<file path="src/rtl/cmp_share_ctrl_if.sv">
// ---------------------------------------------------------------------------
// cmp_share_ctrl_if
// Bundle of signals between the compare-issuing requesters, the shared-
// comparator sequencer (cmp_share_ctrl) and the single comparator instance.
//
// Parameters: WIDTH (operand width), NREQ (requester count), IDW (id width).
//
// Signals:
//   req        requester -> ctrl   level request per requester
//   op_a/op_b  requester -> ctrl   flattened operands, requester i at [i*WIDTH +: WIDTH]
//   grant      ctrl -> requester   one-hot served requester (ISSUE..RESP)
//   done       ctrl -> requester   one-cycle result-valid pulse
//   res_id     ctrl -> requester   index of the served requester
//   res_eq/gt/lt/err               registered comparator flags and error flag
//   busy       ctrl -> requester   high while an operation is in flight
//   cmp_a/cmp_b/cmp_enable         ctrl -> comparator
//   cmp_eq/cmp_gt/cmp_lt           comparator -> ctrl
//
// Modports: slave is the controller's view, master is the environment's view
// (requesters plus comparator).
// ---------------------------------------------------------------------------
interface cmp_share_ctrl_if #(
    parameter int WIDTH = 4,
    parameter int NREQ  = 4,
    parameter int IDW   = 2
);
    logic [NREQ-1:0]       req;
    logic [NREQ*WIDTH-1:0] op_a;
    logic [NREQ*WIDTH-1:0] op_b;
    logic [NREQ-1:0]       grant;
    logic                  done;
    logic [IDW-1:0]        res_id;
    logic                  res_eq;
    logic                  res_gt;
    logic                  res_lt;
    logic                  res_err;
    logic                  busy;
    logic [WIDTH-1:0]      cmp_a;
    logic [WIDTH-1:0]      cmp_b;
    logic                  cmp_enable;
    logic                  cmp_eq;
    logic                  cmp_gt;
    logic                  cmp_lt;

    modport slave (
        input  req, op_a, op_b, cmp_eq, cmp_gt, cmp_lt,
        output grant, done, res_id, res_eq, res_gt, res_lt, res_err, busy,
               cmp_a, cmp_b, cmp_enable
    );

    modport master (
        output req, op_a, op_b, cmp_eq, cmp_gt, cmp_lt,
        input  grant, done, res_id, res_eq, res_gt, res_lt, res_err, busy,
               cmp_a, cmp_b, cmp_enable
    );
endinterface

</file>
<file path="src/rtl/cmp_share_ctrl.sv">
// ---------------------------------------------------------------------------
// cmp_share_ctrl
// Time-shares one external magnitude comparator among NREQ requesters.
// A winner is picked in IDLE, its operands and id are latched, the comparator
// is driven for one cycle (ISSUE), the flags are registered and returned with
// a one-cycle done pulse (RESP). One compare every three cycles.
//
// Ports:
//   clk   clock, all state changes on the rising edge
//   rst   synchronous active-high reset, overrides everything
//   bus   cmp_share_ctrl_if.slave: requester handshake, results and the
//         comparator drive/return signals
//
// Build option: macro CMP_SHARE_RR_EN selects round-robin arbitration
// starting at a rotating pointer; without it the lowest requesting index
// wins and no pointer exists.
// ---------------------------------------------------------------------------
module cmp_share_ctrl #(
    parameter int WIDTH = 4,
    parameter int NREQ  = 4,
    parameter int IDW   = 2
) (
    input  logic             clk,
    input  logic             rst,
    cmp_share_ctrl_if.slave  bus
);

    typedef enum logic [1:0] {
        IDLE  = 2'd0,
        ISSUE = 2'd1,
        RESP  = 2'd2
    } state_t;

    state_t           state_reg;
    logic [NREQ-1:0]  grant_reg;
    logic             done_reg;
    logic [IDW-1:0]   res_id_reg;
    logic             res_eq_reg;
    logic             res_gt_reg;
    logic             res_lt_reg;
    logic             res_err_reg;
    logic             busy_reg;
    logic [WIDTH-1:0] cmp_a_reg;
    logic [WIDTH-1:0] cmp_b_reg;
    logic             cmp_enable_reg;

    // Unpacked views of the flattened operand buses.
    logic [WIDTH-1:0] a_slice [NREQ];
    logic [WIDTH-1:0] b_slice [NREQ];

    genvar gi;
    generate
        for (gi = 0; gi < NREQ; gi++) begin : g_slice
            assign a_slice[gi] = bus.op_a[gi*WIDTH +: WIDTH];
            assign b_slice[gi] = bus.op_b[gi*WIDTH +: WIDTH];
        end
    endgenerate

    logic [IDW-1:0]  win_id;
    logic [NREQ-1:0] win_onehot;

`ifdef CMP_SHARE_RR_EN
    logic [IDW-1:0] ptr_reg;
    logic [IDW-1:0] ptr_next;
    logic           found;
    int             idx;

    // Scan upward from the pointer, wrapping at NREQ-1, first request wins.
    always_comb begin
        win_id = '0;
        found  = 1'b0;
        idx    = 0;
        for (int k = 0; k < NREQ; k++) begin
            idx = int'(ptr_reg) + k;
            if (idx >= NREQ) begin
                idx = idx - NREQ;
            end
            if (!found && bus.req[IDW'(idx)]) begin
                found  = 1'b1;
                win_id = IDW'(idx);
            end
        end
    end

    // Next search starts just after the requester served now.
    assign ptr_next = (res_id_reg == IDW'(NREQ-1)) ? '0 : res_id_reg + 1'b1;
`else
    // Fixed priority: iterate downward so the lowest set index is kept last.
    always_comb begin
        win_id = '0;
        for (int k = NREQ-1; k >= 0; k--) begin
            if (bus.req[IDW'(k)]) begin
                win_id = IDW'(k);
            end
        end
    end
`endif

    always_comb begin
        win_onehot         = '0;
        win_onehot[win_id] = 1'b1;
    end

    // Flags are valid only when exactly one of eq/gt/lt is set.
    logic flags_onehot;
    assign flags_onehot = ( bus.cmp_eq & ~bus.cmp_gt & ~bus.cmp_lt) |
                          (~bus.cmp_eq &  bus.cmp_gt & ~bus.cmp_lt) |
                          (~bus.cmp_eq & ~bus.cmp_gt &  bus.cmp_lt);

    always_ff @(posedge clk) begin
        if (rst) begin
            state_reg      <= IDLE;
            grant_reg      <= '0;
            done_reg       <= 1'b0;
            res_id_reg     <= '0;
            res_eq_reg     <= 1'b0;
            res_gt_reg     <= 1'b0;
            res_lt_reg     <= 1'b0;
            res_err_reg    <= 1'b0;
            busy_reg       <= 1'b0;
            cmp_a_reg      <= '0;
            cmp_b_reg      <= '0;
            cmp_enable_reg <= 1'b0;
`ifdef CMP_SHARE_RR_EN
            ptr_reg        <= '0;
`endif
        end else begin
            case (state_reg)
                IDLE: begin
                    done_reg <= 1'b0;
                    if (|bus.req) begin
                        // Operands and id are captured here, so later
                        // changes on the request side cannot disturb the
                        // operation in flight.
                        grant_reg      <= win_onehot;
                        res_id_reg     <= win_id;
                        cmp_a_reg      <= a_slice[win_id];
                        cmp_b_reg      <= b_slice[win_id];
                        cmp_enable_reg <= 1'b1;
                        busy_reg       <= 1'b1;
                        state_reg      <= ISSUE;
                    end
                end
                ISSUE: begin
                    res_eq_reg     <= bus.cmp_eq;
                    res_gt_reg     <= bus.cmp_gt;
                    res_lt_reg     <= bus.cmp_lt;
                    res_err_reg    <= ~flags_onehot;
                    cmp_enable_reg <= 1'b0;
                    cmp_a_reg      <= '0;
                    cmp_b_reg      <= '0;
                    done_reg       <= 1'b1;
                    state_reg      <= RESP;
                end
                RESP: begin
                    done_reg  <= 1'b0;
                    grant_reg <= '0;
                    busy_reg  <= 1'b0;
`ifdef CMP_SHARE_RR_EN
                    ptr_reg   <= ptr_next;
`endif
                    state_reg <= IDLE;
                end
                default: begin
                    state_reg <= IDLE;
                end
            endcase
        end
    end

    assign bus.grant      = grant_reg;
    assign bus.done       = done_reg;
    assign bus.res_id     = res_id_reg;
    assign bus.res_eq     = res_eq_reg;
    assign bus.res_gt     = res_gt_reg;
    assign bus.res_lt     = res_lt_reg;
    assign bus.res_err    = res_err_reg;
    assign bus.busy       = busy_reg;
    assign bus.cmp_a      = cmp_a_reg;
    assign bus.cmp_b      = cmp_b_reg;
    assign bus.cmp_enable = cmp_enable_reg;

endmodule

</file>
<file path="src/flat_wrapper.sv">
// flat-port wrapper written by rule: the top's interface ports become plain ports
module cmp_share_ctrl_flat 
#(
    parameter int WIDTH = 4,
    parameter int NREQ  = 4,
    parameter int IDW   = 2
)
  (clk, rst, bus_req, bus_op_a, bus_op_b, bus_cmp_eq, bus_cmp_gt, bus_cmp_lt, bus_grant, bus_done, bus_res_id, bus_res_eq, bus_res_gt, bus_res_lt, bus_res_err, bus_busy, bus_cmp_a, bus_cmp_b, bus_cmp_enable);
  cmp_share_ctrl_if #(.WIDTH(WIDTH), .NREQ(NREQ), .IDW(IDW)) bus_i ();
  input  logic clk;
  input  logic rst;
  input wire logic [$bits(bus_i.req)-1:0] bus_req;
  input wire logic [$bits(bus_i.op_a)-1:0] bus_op_a;
  input wire logic [$bits(bus_i.op_b)-1:0] bus_op_b;
  input wire logic [$bits(bus_i.cmp_eq)-1:0] bus_cmp_eq;
  input wire logic [$bits(bus_i.cmp_gt)-1:0] bus_cmp_gt;
  input wire logic [$bits(bus_i.cmp_lt)-1:0] bus_cmp_lt;
  output wire logic [$bits(bus_i.grant)-1:0] bus_grant;
  output wire logic [$bits(bus_i.done)-1:0] bus_done;
  output wire logic [$bits(bus_i.res_id)-1:0] bus_res_id;
  output wire logic [$bits(bus_i.res_eq)-1:0] bus_res_eq;
  output wire logic [$bits(bus_i.res_gt)-1:0] bus_res_gt;
  output wire logic [$bits(bus_i.res_lt)-1:0] bus_res_lt;
  output wire logic [$bits(bus_i.res_err)-1:0] bus_res_err;
  output wire logic [$bits(bus_i.busy)-1:0] bus_busy;
  output wire logic [$bits(bus_i.cmp_a)-1:0] bus_cmp_a;
  output wire logic [$bits(bus_i.cmp_b)-1:0] bus_cmp_b;
  output wire logic [$bits(bus_i.cmp_enable)-1:0] bus_cmp_enable;
  assign bus_i.req = bus_req;
  assign bus_i.op_a = bus_op_a;
  assign bus_i.op_b = bus_op_b;
  assign bus_i.cmp_eq = bus_cmp_eq;
  assign bus_i.cmp_gt = bus_cmp_gt;
  assign bus_i.cmp_lt = bus_cmp_lt;
  assign bus_grant = bus_i.grant;
  assign bus_done = bus_i.done;
  assign bus_res_id = bus_i.res_id;
  assign bus_res_eq = bus_i.res_eq;
  assign bus_res_gt = bus_i.res_gt;
  assign bus_res_lt = bus_i.res_lt;
  assign bus_res_err = bus_i.res_err;
  assign bus_busy = bus_i.busy;
  assign bus_cmp_a = bus_i.cmp_a;
  assign bus_cmp_b = bus_i.cmp_b;
  assign bus_cmp_enable = bus_i.cmp_enable;
  cmp_share_ctrl #(.WIDTH(WIDTH), .NREQ(NREQ), .IDW(IDW)) u_core (.clk(clk), .rst(rst), .bus(bus_i));
endmodule
</file>
<file path="config.mk">
export PLATFORM = sky130hd
export DESIGN_NAME = cmp_share_ctrl_flat
export DESIGN_NICKNAME = d
export VERILOG_FILES = /design/src/rtl/cmp_share_ctrl_if.sv /design/src/rtl/cmp_share_ctrl.sv /design/src/flat_wrapper.sv
export SDC_FILE = /design/constraint.sdc
export NUM_CORES = 1
export LEC_CHECK = 0
export ABC_AREA = 1
export BUFFER_PORTS_ARGS = -buffer_cell sky130_fd_sc_hd__buf_2
export CAP_MARGIN = 5
export CORE_UTILIZATION = 30
export DETAILED_ROUTE_END_ITERATION = 10
export SYNTH_ARGS = -nofsm -noshare
export SYNTH_HDL_FRONTEND = slang
export SYNTH_SLANG_ARGS = --single-unit
</file>
<file path="constraint.sdc">
create_clock -name clk -period 1.3 [get_ports clk]
set_clock_uncertainty 0.05 [all_clocks]
set_input_delay 0.26 -clock clk [delete_from_list [all_inputs] [get_ports clk]]
set_output_delay 0.26 -clock clk [all_outputs]
set_load 0.1 [all_outputs]
</file>
## Yosys cells after proc, flatten, opt, wreduce, memory -nomap -nowiden

Index checks and enable logic that the tools add are counted.
W data, S select, Z words.

| word-level totals | value |
|---|---|
| bits in registers | 23 |
| output and inout port bits | 21 |

| cells by class | value |
|---|---|
| magnitude comparators | 3 |
| equal/unequal tests | 3 |
| multiplexer cells | 22 |
| bitwise gates (word level) | 13 |
| reduce and logical (&&, ||, !) cells | 10 |

Operator list:

| kind | number |
|---|---|
| $mux W4 | 7 |
| $pmux W4 S2 | 3 |
| $bmux W4 S2 | 2 |
| $and A1 B1 Y1 | 6 |
| $mux W2 | 3 |
| $pmux W1 S2 | 3 |
| $reduce_and A2 Y1 | 3 |
| $reduce_bool A2 Y1 | 3 |
| $not A1 Y1 | 4 |
| $pmux W2 S2 | 1 |
| $reduce_or A4 Y1 | 1 |
| $ge A3 B3 Y1 const B | 1 |
| $lt A2 B3 Y1 const B | 1 |
| $not A2 Y3 | 1 |
| $demux W1 S2 | 1 |
| $eq A2 B1 Y1 const B | 1 |
| $eq A2 B2 Y1 const B | 1 |
| $ge A2 B1 Y1 const B | 1 |
| $logic_not A2 Y1 | 1 |
| $mux W1 | 2 |
| $ne A2 B1 Y1 const B | 1 |
| $or A1 B1 Y1 | 2 |
| $reduce_or A2 Y1 | 1 |
| $logic_and A1 B1 Y1 | 1 |

## Longest topological paths before layout

| depth | value |
|---|---|
| depth in word-level cells | 8 |
| depth in mapped cells | 7 |
| depth with buffers taken out | 6 |

## Worst setup path before layout

Ideal clock, no wire load.

| path | value |
|---|---|
| kind | flip-flop to flip-flop |
| start point | register, netlist name u_core.bus.done |
| end point | register u_core.done_reg, in the netlist u_core.bus.done |
| setup time | 0.072 ns |
| arrival time | 1.220 ns |
| data required time | 1.178 ns |
| setup slack | -0.042 ns |
| stages on the path, launching flop included | 3 |
| buffers on the path | 0 |
| path through | dfxtp_1 nand3_1 a21oi_1 |

RTL lines:

| item | RTL line | RTL |
|---|---|---|
| to (signal assigned) | cmp_share_ctrl.sv:114 | `done_reg <= 1'b0;` |
| to (signal assigned) | cmp_share_ctrl.sv:130 | `done_reg <= 1'b0;` |
| to (signal assigned) | cmp_share_ctrl.sv:152 | `done_reg <= 1'b1;` |
| to (decl) | cmp_share_ctrl.sv:36 | `logic done_reg;` |

## Final worst setup path

| path | value |
|---|---|
| start point | register u_core.res_id_reg[0], in the netlist u_core.bus.res_id[0] |
| end point | output bus_res_id[0] |

RTL lines:

| item | RTL line | RTL |
|---|---|---|
| from (decl) | cmp_share_ctrl.sv:37 | `logic [IDW-1:0] res_id_reg;` |
| from (signal assigned) | cmp_share_ctrl.sv:136 | `res_id_reg <= win_id;` |
| to (decl) | flat_wrapper.sv:20 | `output wire logic [$bits(bus_i.res_id)-1:0] bus_res_id;` |

No word-level cell between the ends.

==> run metrics <==
clock share of power=between 10 and 15%; Switch Pwr=around 0.78 mW; sequential fraction of the synthesis area=a little over two fifths; die footprint=0.003330 mm^2; Worst path max stage delay=410 ps; Arrival @ worst endpoint=between 800 and 900 ps; initial antenna violation count=0; Final Util=roughly half; FMAX=0.8342 GHz; setup violators final=0; # rows=19; master of the slowest instance on the critical path=dfxtp_1; Setup CP Type=reg -> out; drt pass-1 iters=7; Fill cells=between 200 and 300; Placed Cells=approximately 180; Async SR Flop Fraction=0%; status=complete, but fails checks; CTS Buffer Depth=2; setup TNS=0 ps; DIE HEIGHT=57.71 um; root buffer cell=clkbuf_4; Synth cell types=24; vias per cell=about 4.5; Detailed Place HPWL=about 1700 um; Bufs and invs on worst path=1; Min-Delay Path Class=in -> reg; area grow syn2layout=56.05%; PwrDens=1274 mW/mm^2; Top Ports=between 60 and 70; violated checks=DRC; cts bufs inserted=3; share of layout cells above drive strength 1=around half; First DRT Iteration DRCs=46; Final Cycle Share=92.21%; drc violations=6; Max-cap violations=0; Min Hold Slack=170.4 ps; Tot GR Track Use=roughly an eighth; Sw Ratio=between 40% and 50%; commonest cells in the synthesized netlist=nand2_1 (23), dfxtp_1 (20), nand3_1 (14), inv_1 (8); LEAKAGE=~0.67 nW; vias after detailed routing=between 800 and 900; Multi-input gate area=between 400 and 500 um^2; register share of total power=around two fifths; number of flops mapped to enable cells by yosys=0; hold buffers post-CTS=0; WL final=roughly 2000 um; CP max FO=2; Clk Latency, worst-skew pair=around 280 ps; family with the most delay on the worst path=flip-flops; n_diodes=0; Yosys top cell area share=between 40% and 50%; first-pass GRT wire length=~3300 um; Synth area leaders=dfxtp_1 (43%), nand2_1 (9.3%), nand3_1 (7.5%); top_reg_cell synth=dfxtp_1; port buffer count=42; most frequent cell after synthesis=nand2_1; CP startpoint=u_core.bus.res_id[0]; CTS tree=done; Net count, final=197; Setup crit end kind=output pin; initial core utilization=about 33%; Yosys top cell by area=dfxtp_1; final number of max-transition violations=0; combinational share of power=a little under half; Post-Synthesis Cells=roughly 110; gr ovfl total=0; die width=57.71 um; GP Congestion=about 0.73; post-CTS sizing=0; Seq cells post-synth=20; Post-Syn Area per Cell=roughly 8.4 um^2; Reg-to-Reg Start=u_core.state_reg[1]; critical path, cell by cell=buf_12; CP Launch Type=register; final instance count without filler cells=185; worst supply voltage drop on vdd=0.7216 mV; Tmin final=roughly 1200 ps; pin count of the biggest net entering global routing=16; internal power=1.070 mW; Hold Startpoint=rst; Hold Fails Final Rpt=0; sequential cell area=slightly above 400 um^2; setup bufs post-CTS=0; WL/cell=about 11 um; CP Data Required Time=between 900 and 1000 ps; RSZ-0062 raised after global routing=false; Sink Count=20; CTS H-Tree Depth=1; cell area after synthesis=a little over 900 um^2; CTS clock-pin slew for the worst setup and hold paths=approximately 100 ps; ANT nets after route=0; vias in the first global route=approximately 800; core area=roughly 0.0029 mm^2; yosys warns=0
## logic make-up (layout without fill, tap and decap cells)
group,Yosys count,count (layout),synth area share (%)
compound gates,18,18,11.16
other cells,1,3,0.4028
flops,20,20,43.01
buf+inv,18,59,10.89
mux,4,4,4.838
simple gates,50,50,29.70
## stage by stage
stage,instance area [um^2],setup slack [ps],total power [mW]
global placement,1430,126.3,1.592
detailed placement,1430,86.59,1.605
finish,1453,101.2,1.850
global route,1453,39.56,1.941
CTS,1453,78.93,1.874
floorplan,948.4,33.24,1.310
## power by group through the flow
stage	clock network, mW	logic (mW)	registers [mW]
floorplan	0	0.218	1.09
global placement	0	0.839	0.752
detailed placement	0	0.851	0.755
CTS	0.282	0.851	0.741
global route	0.312	0.882	0.747
finish	0.266	0.845	0.739
## worst paths after layout
kind | end | slack, ps | cells after the start
worst max-delay path | bus_res_id[0] | 100 | 1
worst min-delay path | u_core.bus.grant[1] | 170 | 2
worst max register to register | u_core.bus.cmp_b[1] | 170 | 4
worst min register to register | u_core.bus.cmp_a[2] | 450 | 2
## cell usage in the layout (no fill, tap or decap)
master    count
o21ai_0       2
nor2_2        3
mux2_2        4
buf_2        24
a21oi_2       3
clkbuf_4      3
nand2_4       2
conb_1        3
inv_1         8
nor2_1        1
buf_12       18
nand3_2       3
dfxtp_2       8
buf_4         3
o21ai_1       6
nor2_4        1
nor2_8        1
nand3b_1      1
dfxtp_1      12
inv_2         3
o211ai_1      1
nand3_1      14
nand2_2       1
nand2_1      23
a21oi_1       6
## layout make-up
type                    count  area share, %
flip-flops and latches     20          28.25
clock buffers               3          1.550
multi-input cells          75          30.06
well taps                  31          2.670
inverters                  11          2.842
repair buffers             45          34.63
## per-layer routing
metal / track usage [%] / share of wire [%] / routed length [um] / vias to the layer above
met3: 3.348 / 8.5 / 167 / 0
li1: - / - / - / 439
met1: 14.84 / 41 / 813 / 364
met2: 20.93 / 50 / 986 / 31
met4: 4.762 / 0 / 0 / 0
met5: 0 / 0 / 0 / -
Power figures use the tool's default switching activity.
